### config.mk
export PLATFORM = sky130hd
export DESIGN_NAME = csc_encode_ctrl_flat
export DESIGN_NICKNAME = d
export VERILOG_FILES = /design/src/rtl/csc_encode_ctrl_if.sv /design/src/rtl/csc_encode_ctrl.sv /design/src/flat_wrapper.sv
export SDC_FILE = /design/constraint.sdc
export NUM_CORES = 1
export LEC_CHECK = 0
export CORE_MARGIN = 2
export CORE_UTILIZATION = 59
export DETAILED_ROUTE_END_ITERATION = 10
export PLACE_DENSITY = 0.86
export SYNTH_ARGS = -nofsm -noshare
export SYNTH_HDL_FRONTEND = slang
export SYNTH_SLANG_ARGS = --single-unit
### constraint.sdc
create_clock -name clock -period 5.5 [get_ports clock]
set_clock_uncertainty 0.05 [all_clocks]
set_input_delay 1.1 -clock clock [delete_from_list [all_inputs] [get_ports clock]]
set_output_delay 1.1 -clock clock [all_outputs]
set_load 0.01 [all_outputs]
### src/rtl/csc_encode_ctrl_if.sv
// Bus between the CSC encode controller and its dense-source SRAM read port plus the CSC encoder.
interface csc_encode_ctrl_if #(
  parameter int SRAM_AW = 10
);
  logic                sram_rd_en;
  logic [SRAM_AW-1:0]  sram_rd_addr;
  logic [7:0]          sram_rd_data;
  logic                enc_data_in_valid;
  logic signed [7:0]   enc_data_in;
  logic                enc_data_in_ready;
  logic [4:0]          enc_matrix_height;
  logic [4:0]          enc_matrix_width;
  logic                enc_clear_iact_SRAM;
  logic                enc_one_vector_done;

  modport master (
    output sram_rd_en, sram_rd_addr, enc_data_in_valid, enc_data_in,
           enc_matrix_height, enc_matrix_width, enc_clear_iact_SRAM,
    input  sram_rd_data, enc_data_in_ready, enc_one_vector_done
  );

  modport slave (
    input  sram_rd_en, sram_rd_addr, enc_data_in_valid, enc_data_in,
           enc_matrix_height, enc_matrix_width, enc_clear_iact_SRAM,
    output sram_rd_data, enc_data_in_ready, enc_one_vector_done
  );
endinterface

### src/rtl/csc_encode_ctrl.sv
// Batch sequencer for the CSC encoder: clears, streams each dense matrix column-major through a
// 2-entry skid buffer, then waits (with a watchdog) for the encoder's end-of-vector indication.
module csc_encode_ctrl #(
  parameter int SRAM_AW        = 10,
  parameter int VEC_W          = 6,
  parameter int TIMEOUT_CYCLES = 256
) (
  input  logic               clock,
  input  logic               reset,
  input  logic               start,
  input  logic [SRAM_AW-1:0] cfg_base_addr,
  input  logic [VEC_W-1:0]   cfg_num_vectors,
  input  logic [4:0]         cfg_height,
  input  logic [4:0]         cfg_width,
  output logic               busy,
  output logic               done,
  output logic               error,
  output logic [VEC_W-1:0]   vector_index,
  csc_encode_ctrl_if.master  bus
);
  localparam int WD_W = $clog2(TIMEOUT_CYCLES + 1);

  typedef enum logic [2:0] {S_IDLE, S_CLEAR, S_FETCH, S_DRAIN, S_WAIT_DONE, S_NEXT} state_t;

  state_t             state_q, state_d;
  logic [4:0]         h_q, h_d, w_q, w_d, row_q, row_d, col_q, col_d;
  logic [VEC_W-1:0]   n_q, n_d, v_q, v_d;
  logic [SRAM_AW-1:0] vec_base_q, vec_base_d, col_base_q, col_base_d, addr_q, addr_d;
  logic [WD_W-1:0]    wd_q, wd_d;
  logic               pend_q, pend_d, error_q, error_d, done_q, done_d;
  logic [1:0]         cnt_q, cnt_d;
  logic               wr_ptr_q, wr_ptr_d, rd_ptr_q, rd_ptr_d;
  logic [7:0]         mem_q [2];
  logic [7:0]         mem_d [2];

  logic       rd_en, clear, out_valid, accept, push, pop, space, last_row, last_col;
  logic [7:0] out_data;

  always_comb begin
    state_d    = state_q;
    h_d        = h_q;
    w_d        = w_q;
    n_d        = n_q;
    v_d        = v_q;
    row_d      = row_q;
    col_d      = col_q;
    vec_base_d = vec_base_q;
    col_base_d = col_base_q;
    addr_d     = addr_q;
    wd_d       = wd_q;
    error_d    = error_q;
    done_d     = 1'b0;
    wr_ptr_d   = wr_ptr_q;
    rd_ptr_d   = rd_ptr_q;
    mem_d      = mem_q;
    rd_en      = 1'b0;
    clear      = 1'b0;

    // Skid buffer with fall-through: returning data bypasses the FIFO when it is empty.
    out_valid = (cnt_q != 2'd0) || pend_q;
    out_data  = (cnt_q != 2'd0) ? mem_q[rd_ptr_q] : bus.sram_rd_data;
    accept    = out_valid && bus.enc_data_in_ready;
    pop       = accept && (cnt_q != 2'd0);
    push      = pend_q && !(accept && (cnt_q == 2'd0));
    if (push) begin
      mem_d[wr_ptr_q] = bus.sram_rd_data;
      wr_ptr_d        = ~wr_ptr_q;
    end
    if (pop) rd_ptr_d = ~rd_ptr_q;
    cnt_d = cnt_q + 2'(push) - 2'(pop);
    space = (3'(cnt_q) + 3'(pend_q)) < 3'd2;

    last_row = (row_q == h_q - 5'd1);
    last_col = (col_q == w_q - 5'd1);

    unique case (state_q)
      S_IDLE: begin
        if (start) begin
          h_d        = cfg_height;
          w_d        = cfg_width;
          n_d        = (cfg_num_vectors == '0) ? VEC_W'(1) : cfg_num_vectors;
          vec_base_d = cfg_base_addr;
          v_d        = '0;
          error_d    = 1'b0;
          if (cfg_height == 5'd0 || cfg_width == 5'd0) begin
            error_d = 1'b1;
            done_d  = 1'b1;
          end else begin
            state_d = S_CLEAR;
          end
        end
      end
      S_CLEAR: begin
        clear      = 1'b1;
        row_d      = '0;
        col_d      = '0;
        col_base_d = vec_base_q;
        addr_d     = vec_base_q;
        state_d    = S_FETCH;
      end
      S_FETCH: begin
        if (space) begin
          rd_en = 1'b1;
          if (last_row) begin
            row_d      = '0;
            col_d      = col_q + 5'd1;
            col_base_d = col_base_q + SRAM_AW'(1);
            addr_d     = col_base_q + SRAM_AW'(1);
            // The element after (H-1, W-1) is where the next matrix begins.
            if (last_col) begin
              vec_base_d = addr_q + SRAM_AW'(1);
              state_d    = S_DRAIN;
            end
          end else begin
            row_d  = row_q + 5'd1;
            addr_d = addr_q + SRAM_AW'(w_q);
          end
        end
      end
      S_DRAIN: begin
        if (cnt_q == 2'd0 && !pend_q) begin
          wd_d    = '0;
          state_d = S_WAIT_DONE;
        end
      end
      S_WAIT_DONE: begin
        if (bus.enc_one_vector_done) begin
          state_d = S_NEXT;
        end else if (wd_q == WD_W'(TIMEOUT_CYCLES - 1)) begin
          error_d = 1'b1;
          done_d  = 1'b1;
          state_d = S_IDLE;
        end else begin
          wd_d = wd_q + WD_W'(1);
        end
      end
      S_NEXT: begin
        if (v_q == n_q - VEC_W'(1)) begin
          done_d  = 1'b1;
          state_d = S_IDLE;
        end else begin
          v_d     = v_q + VEC_W'(1);
          state_d = S_CLEAR;
        end
      end
      default: state_d = S_IDLE;
    endcase

    pend_d = rd_en;
  end

  always_ff @(posedge clock) begin
    if (reset) begin
      state_q    <= S_IDLE;
      h_q        <= '0;
      w_q        <= '0;
      n_q        <= '0;
      v_q        <= '0;
      row_q      <= '0;
      col_q      <= '0;
      vec_base_q <= '0;
      col_base_q <= '0;
      addr_q     <= '0;
      wd_q       <= '0;
      pend_q     <= 1'b0;
      cnt_q      <= '0;
      wr_ptr_q   <= 1'b0;
      rd_ptr_q   <= 1'b0;
      error_q    <= 1'b0;
      done_q     <= 1'b0;
    end else begin
      state_q    <= state_d;
      h_q        <= h_d;
      w_q        <= w_d;
      n_q        <= n_d;
      v_q        <= v_d;
      row_q      <= row_d;
      col_q      <= col_d;
      vec_base_q <= vec_base_d;
      col_base_q <= col_base_d;
      addr_q     <= addr_d;
      wd_q       <= wd_d;
      pend_q     <= pend_d;
      cnt_q      <= cnt_d;
      wr_ptr_q   <= wr_ptr_d;
      rd_ptr_q   <= rd_ptr_d;
      error_q    <= error_d;
      done_q     <= done_d;
    end
  end

  always_ff @(posedge clock) begin
    mem_q <= mem_d;
  end

  assign busy                    = (state_q != S_IDLE);
  assign done                    = done_q;
  assign error                   = error_q;
  assign vector_index            = v_q;
  assign bus.sram_rd_en          = rd_en;
  assign bus.sram_rd_addr        = rd_en ? addr_q : '0;
  assign bus.enc_data_in_valid   = out_valid;
  assign bus.enc_data_in         = out_valid ? out_data : 8'sd0;
  assign bus.enc_matrix_height   = h_q;
  assign bus.enc_matrix_width    = w_q;
  assign bus.enc_clear_iact_SRAM = clear;
endmodule

### src/flat_wrapper.sv
// flat-port wrapper written by rule: the top's interface ports become plain ports
module csc_encode_ctrl_flat 
#(
  parameter int SRAM_AW        = 10,
  parameter int VEC_W          = 6,
  parameter int TIMEOUT_CYCLES = 256
)
  (clock, reset, start, cfg_base_addr, cfg_num_vectors, cfg_height, cfg_width, busy, done, error, vector_index, bus_sram_rd_en, bus_sram_rd_addr, bus_enc_data_in_valid, bus_enc_data_in, bus_enc_matrix_height, bus_enc_matrix_width, bus_enc_clear_iact_SRAM, bus_sram_rd_data, bus_enc_data_in_ready, bus_enc_one_vector_done);
  csc_encode_ctrl_if #(.SRAM_AW(SRAM_AW)) bus_i ();
  input  logic clock;
  input  logic reset;
  input  logic start;
  input  logic [SRAM_AW-1:0] cfg_base_addr;
  input  logic [VEC_W-1:0] cfg_num_vectors;
  input  logic [4:0] cfg_height;
  input  logic [4:0] cfg_width;
  output logic busy;
  output logic done;
  output logic error;
  output logic [VEC_W-1:0] vector_index;
  output wire logic [$bits(bus_i.sram_rd_en)-1:0] bus_sram_rd_en;
  output wire logic [$bits(bus_i.sram_rd_addr)-1:0] bus_sram_rd_addr;
  output wire logic [$bits(bus_i.enc_data_in_valid)-1:0] bus_enc_data_in_valid;
  output wire logic [$bits(bus_i.enc_data_in)-1:0] bus_enc_data_in;
  output wire logic [$bits(bus_i.enc_matrix_height)-1:0] bus_enc_matrix_height;
  output wire logic [$bits(bus_i.enc_matrix_width)-1:0] bus_enc_matrix_width;
  output wire logic [$bits(bus_i.enc_clear_iact_SRAM)-1:0] bus_enc_clear_iact_SRAM;
  input wire logic [$bits(bus_i.sram_rd_data)-1:0] bus_sram_rd_data;
  input wire logic [$bits(bus_i.enc_data_in_ready)-1:0] bus_enc_data_in_ready;
  input wire logic [$bits(bus_i.enc_one_vector_done)-1:0] bus_enc_one_vector_done;
  assign bus_sram_rd_en = bus_i.sram_rd_en;
  assign bus_sram_rd_addr = bus_i.sram_rd_addr;
  assign bus_enc_data_in_valid = bus_i.enc_data_in_valid;
  assign bus_enc_data_in = bus_i.enc_data_in;
  assign bus_enc_matrix_height = bus_i.enc_matrix_height;
  assign bus_enc_matrix_width = bus_i.enc_matrix_width;
  assign bus_enc_clear_iact_SRAM = bus_i.enc_clear_iact_SRAM;
  assign bus_i.sram_rd_data = bus_sram_rd_data;
  assign bus_i.enc_data_in_ready = bus_enc_data_in_ready;
  assign bus_i.enc_one_vector_done = bus_enc_one_vector_done;
  csc_encode_ctrl #(.SRAM_AW(SRAM_AW), .VEC_W(VEC_W), .TIMEOUT_CYCLES(TIMEOUT_CYCLES)) u_core (.clock(clock), .reset(reset), .start(start), .cfg_base_addr(cfg_base_addr), .cfg_num_vectors(cfg_num_vectors), .cfg_height(cfg_height), .cfg_width(cfg_width), .busy(busy), .done(done), .error(error), .vector_index(vector_index), .bus(bus_i));
endmodule
# Word level (Yosys, flattened, before mapping)
# Cells that the tools add are included.
[word_totals] latchBits=0 ram_bits=0 memories=0 inputBits=39 output_inout_bits=40 mem_bits_ro=0 reg_bits=97
[op_classes] mul=0 muxes=57 n_lt_le_gt_ge=4 reduce_logical=30 eq_ne=20 shifts=0 n_div=0 addsub=13 bitwise=4
[op_table] operator="$mux W10" n=9
[op_table] operator="$pmux W10 S2" n=3
[op_table] operator="$mux W8" n=6
[op_table] operator="$mux W9" n=3
[op_table] operator="$mux W3" n=8
[op_table] operator="$add A10 B1 Y10 const B" n=2
[op_table] operator="$mux W5" n=4
[op_table] operator="$pmux W5 S2" n=2
[op_table] operator="$mux W6" n=3
[op_table] operator="$pmux W3 S6" n=1
[op_table] operator="$pmux W9 S2" n=1
[op_table] operator="$bwmux W16" n=1
[op_table] operator="$mux W1" n=12
[op_table] operator="$pmux W6 S2" n=1
[op_table] operator="$reduce_bool A2 Y1" n=6
[op_table] operator="$add A10 B5 Y10" n=1
[op_table] operator="$add A5 B1 Y5 const B" n=2
[op_table] operator="$eq A5 B5 Y1" n=2
[op_table] operator="$logic_not A5 Y1" n=2
[op_table] operator="$ne A2 B1 Y1 const B" n=5
[op_table] operator="$ne A2 B2 Y1 const B" n=5
[op_table] operator="$sub A5 B1 Y5 const B" n=2
[op_table] operator="$add A9 B1 Y9 const B" n=1
[op_table] operator="$eq A9 B8 Y1 const B" n=1
[op_table] operator="other kinds (30)" n=45

# Longest topological paths before layout
# Gate-level depths: netlist of the first run.
[depth] depth_word=8 ltp_mapped=12 ltp_nobuf=11

# Worst setup path before layout of the first run
# Ideal clock, no wire load.
[synth_timing] path_kind="reg-to-output" start="register u_core.state_q[0]" end="output bus_sram_rd_addr[0]" n_path_buf=2 arrival_time_ns=1.396 stages_incl_launch_ff=5 setup_slack_ns=2.954 path_cell_list="dfxtp_1 > nor3b_4 > clkbuf_1 > clkbuf_1 > and3_1"
[synth_between] elab_chain_len=3
[synth_lines] item="start: declaration" line="csc_encode_ctrl.sv:25" text="state_t state_q, state_d;"
[synth_lines] item="start signal: assignment" line="csc_encode_ctrl.sv:172" text="state_q <= state_d;"
[synth_lines] item="$eq A3 B2 Y1" line="csc_encode_ctrl.sv:76" text="unique case (state_q)"
[synth_lines] item="$mux W1" line="csc_encode_ctrl.sv:76"
[synth_lines] item="$mux W10" line="csc_encode_ctrl.sv:201" text="assign bus.sram_rd_addr = rd_en ? addr_q : '0;"
[synth_lines] item="end: declaration" line="flat_wrapper.sv:22" text="output wire logic [$bits(bus_i.sram_rd_addr)-1:0] bus_sram_rd_addr;"
# No other way between the ends.

# Worst setup path in the final report of the first run
[layout_timing] start="register u_core.state_q[1]" end="output bus_sram_rd_addr[0]"
# Same word-level chain as after synthesis.

==> results of run 1 <==
## layout by cell type, fill, tap and decap left out, drive strengths merged, types with 5 or more instances in the layout
cell type / synthesis / routed
nand4: 9 / 9
o21ai: 21 / 21
dfxtp: 81 / 81
a21oi: 51 / 51
a21o: 5 / 5
xor2: 24 / 24
xnor2: 36 / 36
o211ai: 9 / 9
edfxtp: 16 / 16
nor2b: 7 / 7
mux2i: 14 / 14
or3: 8 / 8
nand2: 96 / 96
clkbuf: 23 / 9
a211oi: 8 / 8
a211o: 10 / 10
inv: 18 / 21
nor3: 21 / 21
clkdlybuf4s50: 0 / 77
nor2: 58 / 58
and3: 13 / 13
ha: 17 / 17
a311oi: 5 / 5
nand3: 25 / 25
## critical path, delay by kind of cell (launching register included)
kind / cells / cell delay [ps]
flops: 1 / 510
buf+inv: 2 / 920
simple gates: 2 / 960
## how the worst max path moves through the flow
stage	startpoint	to	depth (start not counted)
after floorplan	u_core.state_q[0]	bus_sram_rd_addr[0]	4
after global placement	start	u_core.vec_base_q[0]	6
after detailed placement	start	u_core.vec_base_q[0]	6
after CTS	u_core.state_q[1]	bus_sram_rd_addr[0]	4
after global routing	u_core.state_q[1]	bus_sram_rd_addr[0]	4
final	u_core.state_q[1]	bus_sram_rd_addr[0]	4
## report_power, final
part	leakage (uW)	internal, uW	switching (uW)	total [uW]
Sequential	0.000803	828	170	998
Combinational	0.00136	440	575	1020
Clock	0.000112	262	263	525
## synth_stat cells (3+ instances only)
| cell | n |
|---|---|
| o221ai_1 | 4 |
| mux2i_1 | 14 |
| a211oi_1 | 8 |
| and3_1 | 13 |
| a31oi_1 | 4 |
| nor3_1 | 21 |
| nand2b_1 | 4 |
| ha_1 | 17 |
| a211o_1 | 10 |
| xnor2_1 | 36 |
| nor2b_1 | 7 |
| nand2_1 | 95 |
| inv_1 | 18 |
| edfxtp_1 | 16 |
| nor2_1 | 58 |
| nand3_1 | 25 |
| o21ai_0 | 20 |
| a311oi_1 | 5 |
| o211ai_1 | 9 |
| xor2_1 | 24 |
| nand4_1 | 9 |
| a21oi_1 | 49 |
| or3_1 | 8 |
| o31a_1 | 4 |
| a21o_1 | 5 |
| dfxtp_1 | 81 |
| buf_2 | 6 |
| clkbuf_1 | 23 |
| or4_1 | 3 |
## registers in the layout, indices dropped and copies added, names as in the netlist, 6 cells and up
| register | flops |
|---|---|
| u_core.addr_q | 10 |
| u_core.col_base_q | 10 |
| u_core.mem_q | 16 |
| u_core.n_q | 6 |
| u_core.vec_base_q | 10 |
| u_core.vector_index | 6 |
| u_core.wd_q | 9 |
## per-layer routing
metal | vias to the layer above | wire [um] | global-route usage, % | share of wire [%]
li1 | 2382 | - | - | -
met1 | 2349 | 5720 | 35.9 | 44
met2 | 198 | 6290 | 45.2 | 48
met3 | 27 | 908 | 3.51 | 6.9
met4 | 0 | 232 | 9.69 | 1.8
met5 | - | 0 | 0 | 0
## metrics by stage
stage	utilization, %	hold WS (ps)	setup slack [ps]	total power (uW)	instance area [um2]
final	72.9	414	1590	2540	6420
after global routing	72.9	430	1430	2690	6420
after CTS	72.9	418	1630	2530	6420
after detailed placement	70.3	399	1910	2000	6190
after global placement	70.3	393	1990	1960	6190
after floorplan	-	382	2950	1680	5410
## layout make-up
type                            instances  area (um2)  share of cell area, %
Tap cell                              108         135                   2.11
Clock buffer                            9         124                   1.93
Sequential cell                        97        2100                   32.8
Timing Repair Buffer                   81         798                   12.4
Clock inverter                          7         101                   1.58
Inverter                               19        71.3                   1.11
Multi-Input combinational cell        491        3090                   48.1
## cell families (layout without fill, tap and decap cells)
group | Yosys count | after routing | synth area share (%)
buffers and inverters | 52 | 116 | 4.03
DFF | 97 | 97 | 38.9
AOI/OAI and AO/OA | 142 | 142 | 18.2
and+or+nand+nor | 257 | 257 | 22.3
adders and majority gates | 18 | 18 | 4.31
xor gates and xnor gates | 60 | 60 | 9.72
muxes | 14 | 14 | 2.59
==> metrics.log, run 1 <==
INFO  metric run_status = finished clean
INFO  metric tritoncts_num_sinks = 97
INFO  metric detail_route.first_pass.iterations = 6
INFO  metric netlist_area = 0.00541 mm2
INFO  metric drv_cap = 0
INFO  metric setup.worst_path.start_class = register
INFO  metric final_nets = 756
INFO  metric finalWorstPathRequiredPeriod = 3910 ps
INFO  metric post_drt_via_cell_ratio = 6.10
INFO  metric detail_route.iter0.violations = 500
INFO  metric worst_path_largest_cell_delay = 770 ps
INFO  metric leakagePower = 0.00228 uW
INFO  metric ioPinCount = 79
INFO  metric die-area = 0.00994 mm2
INFO  metric cts_tree = yes
INFO  metric slew_headroom = 32.7%
INFO  metric worstHoldEndpoint = u_core.vec_base_q[8]
INFO  metric cts.htree.levels = 3
INFO  metric core = 0.00881 mm2
INFO  metric grt_max_degree = 63
INFO  metric dominant_cell_type_by_area_after_synthesis = dfxtp_1
INFO  metric worstHoldPathType = reg -> reg
INFO  metric critical_path_peak_fanout = 26
INFO  metric achievable-frequency = 256 MHz
INFO  metric antenna_violating_nets_post_route = 0
INFO  metric required_worst_endpoint = 4350 ps
INFO  metric dp_cells = 796
INFO  metric die_width = 99.7 um
INFO  metric antenna_found_initial = 0
INFO  metric timing.critical_path.to_type = primary output
INFO  metric crit-reg2reg-launch = u_core.state_q[1]
INFO  metric ys.flop_type = dfxtp_1
INFO  metric syn_inst = 640
INFO  metric fillCellCount = 648
INFO  metric timing_hold_violations_final = 0
INFO  metric synth_nets = 697
INFO  metric finalMaxSlewViolations = 0
INFO  metric post_synth_edffs = 16
INFO  metric crit_path_cell_trace = nor3b_4, buf_4, and3_1, clkdlybuf4s50_1
INFO  metric drc_errors = 0
INFO  metric wirelength = 13,100 um
INFO  metric synth_cell_types = 64
INFO  metric insertedDiodeCount = 0
INFO  metric cts_inserted_buffers = 9
INFO  metric asyncSetResetFlopFracSynth = 0%
INFO  metric routed-via-count = 4,956
INFO  metric via_count_of_the_first_global_routing_pass = 4,658
INFO  metric worstSkewPairLatency = 360 ps
INFO  metric reg2reg_setup_slack = 2430 ps
INFO  metric min-delay-start = u_core.vec_base_q[8]
INFO  metric timing_worst_slew_pin_value = 1010 ps
INFO  metric post-cts-setup-buffers = 0
INFO  metric postCtsHoldBufs = 0
INFO  metric setup_viol = 0
INFO  metric globalplace.congestion = 0.874
INFO  metric grt_pass1_wl = 22,000 um
INFO  metric holdPathStages = 2
INFO  metric synthesis.yosys.warnings = 0
INFO  metric cts_resized = 0
INFO  metric yosys_register_bits = 97
INFO  metric synth.top_cell.area_share = 30.0%
INFO  metric wire_per_inst = 16.2 um
INFO  metric power-per-cell-area = 396 mW/mm2
INFO  metric final_layout_size_suffix_gt1_share = 4.26%
INFO  metric synth_area_leaders = dfxtp_1, edfxtp_1, nand2_1
INFO  metric grt_use_total = 27.0%
INFO  metric path_clk_slew = 100 ps
INFO  metric relative_area_change_from_synthesis_to_final_layout = 18.7%
INFO  metric dp_wirelength = 9270 um
INFO  metric setup_repair_after_global_routing_missed_its_margin = no
INFO  metric finalCritPeriodShare = 71.1%
INFO  metric type_of_the_worst_setup_path = reg -> out
INFO  metric final_cell_count_no_fill = 812
INFO  metric clockBufferDepth = 2
INFO  metric crit_path_top_delay_cell = nor3b_4
INFO  metric synth_seq_area_share = 38.9%
INFO  metric avgSynthCellArea = 8.45 um2
INFO  metric std_cell_rows = 34
INFO  metric initial_core_util = 61.4%
INFO  metric r2r_cells = 6
INFO  metric r2r-end = u_core.addr_q[9]
INFO  metric worst_ir_drop_vdd = 0.000292 V
INFO  metric gr-total-overflow = 0
INFO  metric port-buffer-count = 78
INFO  metric die_span_y = 99.7 um
INFO  metric finalSetupTns = 0 ps
INFO  metric cts-root-buf = clkbuf_8
INFO  metric crit_path_dat = 2760 ps
Power figures use the tool's default switching activity.
==> run 2, diff against run 1 <==
- CORE_UTILIZATION: 59 -> 55
- PLACE_DENSITY: 0.86 -> 0.81
- clock period: 5.5 -> 3.65 ns (I/O delays scaled with it)
==> run 2 against run 1 <==
Against the previous run:
- final cell count is 3.4% higher
- sequential power is 50% higher
- core utilization is 6.1 points lower
- critical path type unchanged
- non-clock buffer count is 3 higher
- critical endpoint is now bus_sram_rd_addr[7]
- via count is 1.9% lower
- worst setup slack worse by 1100 ps
- largest power group unchanged
- wire length is 0.87% lower
==> metrics.log, run 2 (synthesis results as in run 1) <==
INFO  metric largest-register = u_core.mem_q
INFO  metric timing_worst_slew_pin_value = 867 ps (-138 ps)
INFO  metric cts-root-buf = clkbuf_8
INFO  metric insertedDiodeCount = 0 (unchanged)
INFO  metric crit_path_dat = 2370 ps (-390 ps)
INFO  metric worstHoldPathType = reg -> reg
INFO  metric antenna_violating_nets_post_route = 0 (unchanged)
INFO  metric detail_route.first_pass.iterations = 5 (-1)
INFO  metric power.net_switching = 1520 uW (+51%)
INFO  metric detail_route.iter0.violations = 211 (-58%)
INFO  metric cts_resized = 0 (unchanged)
INFO  metric fillCellCount = 819 (+26%)
INFO  metric via_count_of_the_first_global_routing_pass = 4,533 (-2.7%)
INFO  metric power_frac_comb = 41.2% (+1.2 points)
INFO  metric fin_ws = 501 ps (-1090 ps)
INFO  metric setup_repair_after_global_routing_missed_its_margin = no
INFO  metric power-per-cell-area = 577 mW/mm2 (+46%)
INFO  metric leakagePower = 0.00228 uW (about the same)
INFO  metric largest_reg_flops = 16 (unchanged)
INFO  metric final_nets = 759 (+0.40%)
INFO  metric tritoncts_num_sinks = 97 (unchanged)
INFO  metric critPathBufInv = 2 (unchanged)
INFO  metric cts_tree = yes
INFO  metric grt_use_total = 25.6% (-1.4 points)
INFO  metric worst_ir_drop_vdd = 0.000261 V (-11%)
INFO  metric type_of_the_worst_setup_path = reg -> out
INFO  metric power.internal = 2190 uW (+43%)
INFO  metric finalMaxSlewViolations = 0 (unchanged)
INFO  metric timing_hold_violations_final = 0 (unchanged)
INFO  metric drc_errors = 0 (unchanged)
INFO  metric dp_wirelength = 9440 um (+1.8%)
INFO  metric run_status = finished clean
INFO  metric port-buffer-count = 78 (unchanged)
INFO  metric std_cell_rows = 36 (+5.9%)
INFO  metric grt_pass1_wl = 21,500 um (-2.5%)
INFO  metric drv_cap = 0 (unchanged)
INFO  metric achievable-frequency = 318 MHz
INFO  metric wire_per_inst = 15.5 um (-4.2%)
INFO  metric finalSetupTns = 0 ps (unchanged)
INFO  metric timing.critical_path.to_type = primary output
INFO  metric post_drt_via_cell_ratio = 5.79 (-5.2%)
INFO  metric seq_area = 0.00210 mm2 (unchanged)
INFO  metric grt_max_degree = 41 (-35%)
INFO  metric die_width = 103 um (+3.4%)
INFO  metric cts_inserted_buffers = 9 (unchanged)
INFO  metric required_worst_endpoint = 2870 ps (-1480 ps)
INFO  metric share_seq_of_total_power = 40.4% (+1.1 points)
INFO  metric place_ws = 838 ps (-1070 ps)
INFO  metric finalCritPeriodShare = 86.3%
INFO  metric antenna_found_initial = 0 (unchanged)
INFO  metric final_layout_size_suffix_gt1_share = 4.67% (+0.41 points)
INFO  metric worstSkewPairLatency = 380 ps (+20 ps)
INFO  metric finalWorstPathRequiredPeriod = 3150 ps
INFO  metric crit_path_top_delay_cell = clkdlybuf4s50_1
INFO  metric critical-path-top-delay-family = buffers and inverters
INFO  metric combined_area_of_the_multi_input_logic_cells = 0.00309 mm2 (unchanged)
INFO  metric critical_path_peak_fanout = 23 (-12%)
INFO  metric setup.worst_path.start_class = register
INFO  metric routed-via-count = 4,861 (-1.9%)
INFO  metric gr-total-overflow = 0 (unchanged)
INFO  metric die-area = 0.0106 mm2 (+7.0%)
INFO  metric core = 0.00964 mm2 (+9.5%)
INFO  metric clkPwrFrac = 18.4% (-2.3 points)
INFO  metric wirelength = 13,000 um (-0.87%)
INFO  metric worst_path_largest_cell_delay = 540 ps (-230 ps)
INFO  metric globalplace.congestion = 0.856 (-2.0%)
INFO  metric die_span_y = 103 um (+3.4%)
INFO  metric post-cts-setup-buffers = 0 (unchanged)
INFO  metric path_clk_slew = 90 ps (about the same)
INFO  metric setup_viol = 0 (unchanged)
INFO  metric ioPinCount = 79 (unchanged)
INFO  metric most-common-layout-cells = nand2_1, dfxtp_1, clkdlybuf4s50_1
INFO  metric cts.htree.levels = 3 (unchanged)
INFO  metric most_common_cell_after_layout_fill_and_taps_aside = nand2_1
INFO  metric slew_headroom = 42.0% (+9.3 points)
INFO  metric initial_core_util = 56.1% (-5.3 points)
INFO  metric power_switching_share = 41.0% (+1.3 points)
INFO  metric crit_path_cell_trace = nor3b_4, buf_4, and3_1, clkdlybuf4s50_1
INFO  metric relative_area_change_from_synthesis_to_final_layout = 19.0%
INFO  metric postCtsHoldBufs = 0 (unchanged)
INFO  metric clockBufferDepth = 2 (unchanged)
run 2: changes by cell type in the layout (fill, tap and decap cells not counted):
| cell | change |
|---|---|
| bufinv_16 | -2 |
| clkinvlp_4 | -1 |
| inv_8 | +1 |
| buf_4 | +3 |
| inv_6 | -1 |
| clkinv_4 | +3 |
run 2: power by group through the flow:
stage	clock [uW]	combinational, uW	sequential [uW]
2_1_floorplan	0	1110	1420
3_3_place_gp	0	1480	1510
3_5_place_dp	0	1520	1520
5_1_grt	728	1690	1530
6_report	683	1530	1500
4_1_cts	688	1530	1490
run 2: final cells by class:
type / count / area share (%)
repair buffers: 84 / 12.8
flip-flops and latches: 97 / 32.7
clock buffers: 9 / 1.93
well taps: 133 / 2.59
clock inverters: 7 / 0.973
inverters: 19 / 1.11
multi-input cells: 491 / 48.0
run 2: final timing paths:
check	endpoint	depth (start not counted)	from	slack (ps)
min reg2reg	u_core.vec_base_q[4]	2	u_core.vec_base_q[4]	410
min	u_core.vec_base_q[4]	2	u_core.vec_base_q[4]	410
max reg2reg	u_core.vec_base_q[0]	8	u_core.bus.enc_matrix_height[0]	830
max	bus_sram_rd_addr[7]	4	u_core.state_q[1]	500
run 2: layer usage:
layer | share of wire (%) | wire [um] | GRT usage, % | up-vias
met5 | 0 | 0 | 0 | -
met4 | 1.6 | 203 | 9.01 | 0
met3 | 6.1 | 791 | 3.59 | 18
met2 | 50 | 6530 | 43.6 | 172
met1 | 42 | 5510 | 33.2 | 2279
li1 | - | - | - | 2392
run 2: worst register-to-register path, delay by kind of cell, from the launching register on:
kind | cells | cell delay (ps)
flops | 1 | 410
mux | 1 | 260
fa+ha+maj | 1 | 220
simple gates | 2 | 280
compound gates | 3 | 1430
buf+inv | 1 | 60
run 2: metrics by stage:
| stage | instance area [um2] | hold WS, ps | power (uW) | util (%) | cells |
|---|---|---|---|---|---|
| 6_report | 6430 | 413 | 3710 | 66.7 | 840 |
| 5_1_grt | 6430 | 445 | 3950 | 66.7 | 840 |
| 4_1_cts | 6430 | 415 | 3710 | 66.7 | 840 |
| 3_5_place_dp | 6250 | 402 | 3040 | 64.8 | 824 |
| 3_3_place_gp | 6250 | 390 | 2990 | 64.8 | 824 |
| 2_1_floorplan | 5410 | 382 | 2530 | - | 640 |
==> run 3, diff against run 2 <==
- HOLD_SLACK_MARGIN: unset -> 0.1
==> results of run 3 <==
No change in the layout: final DEF, timing and power equal those of run 2.
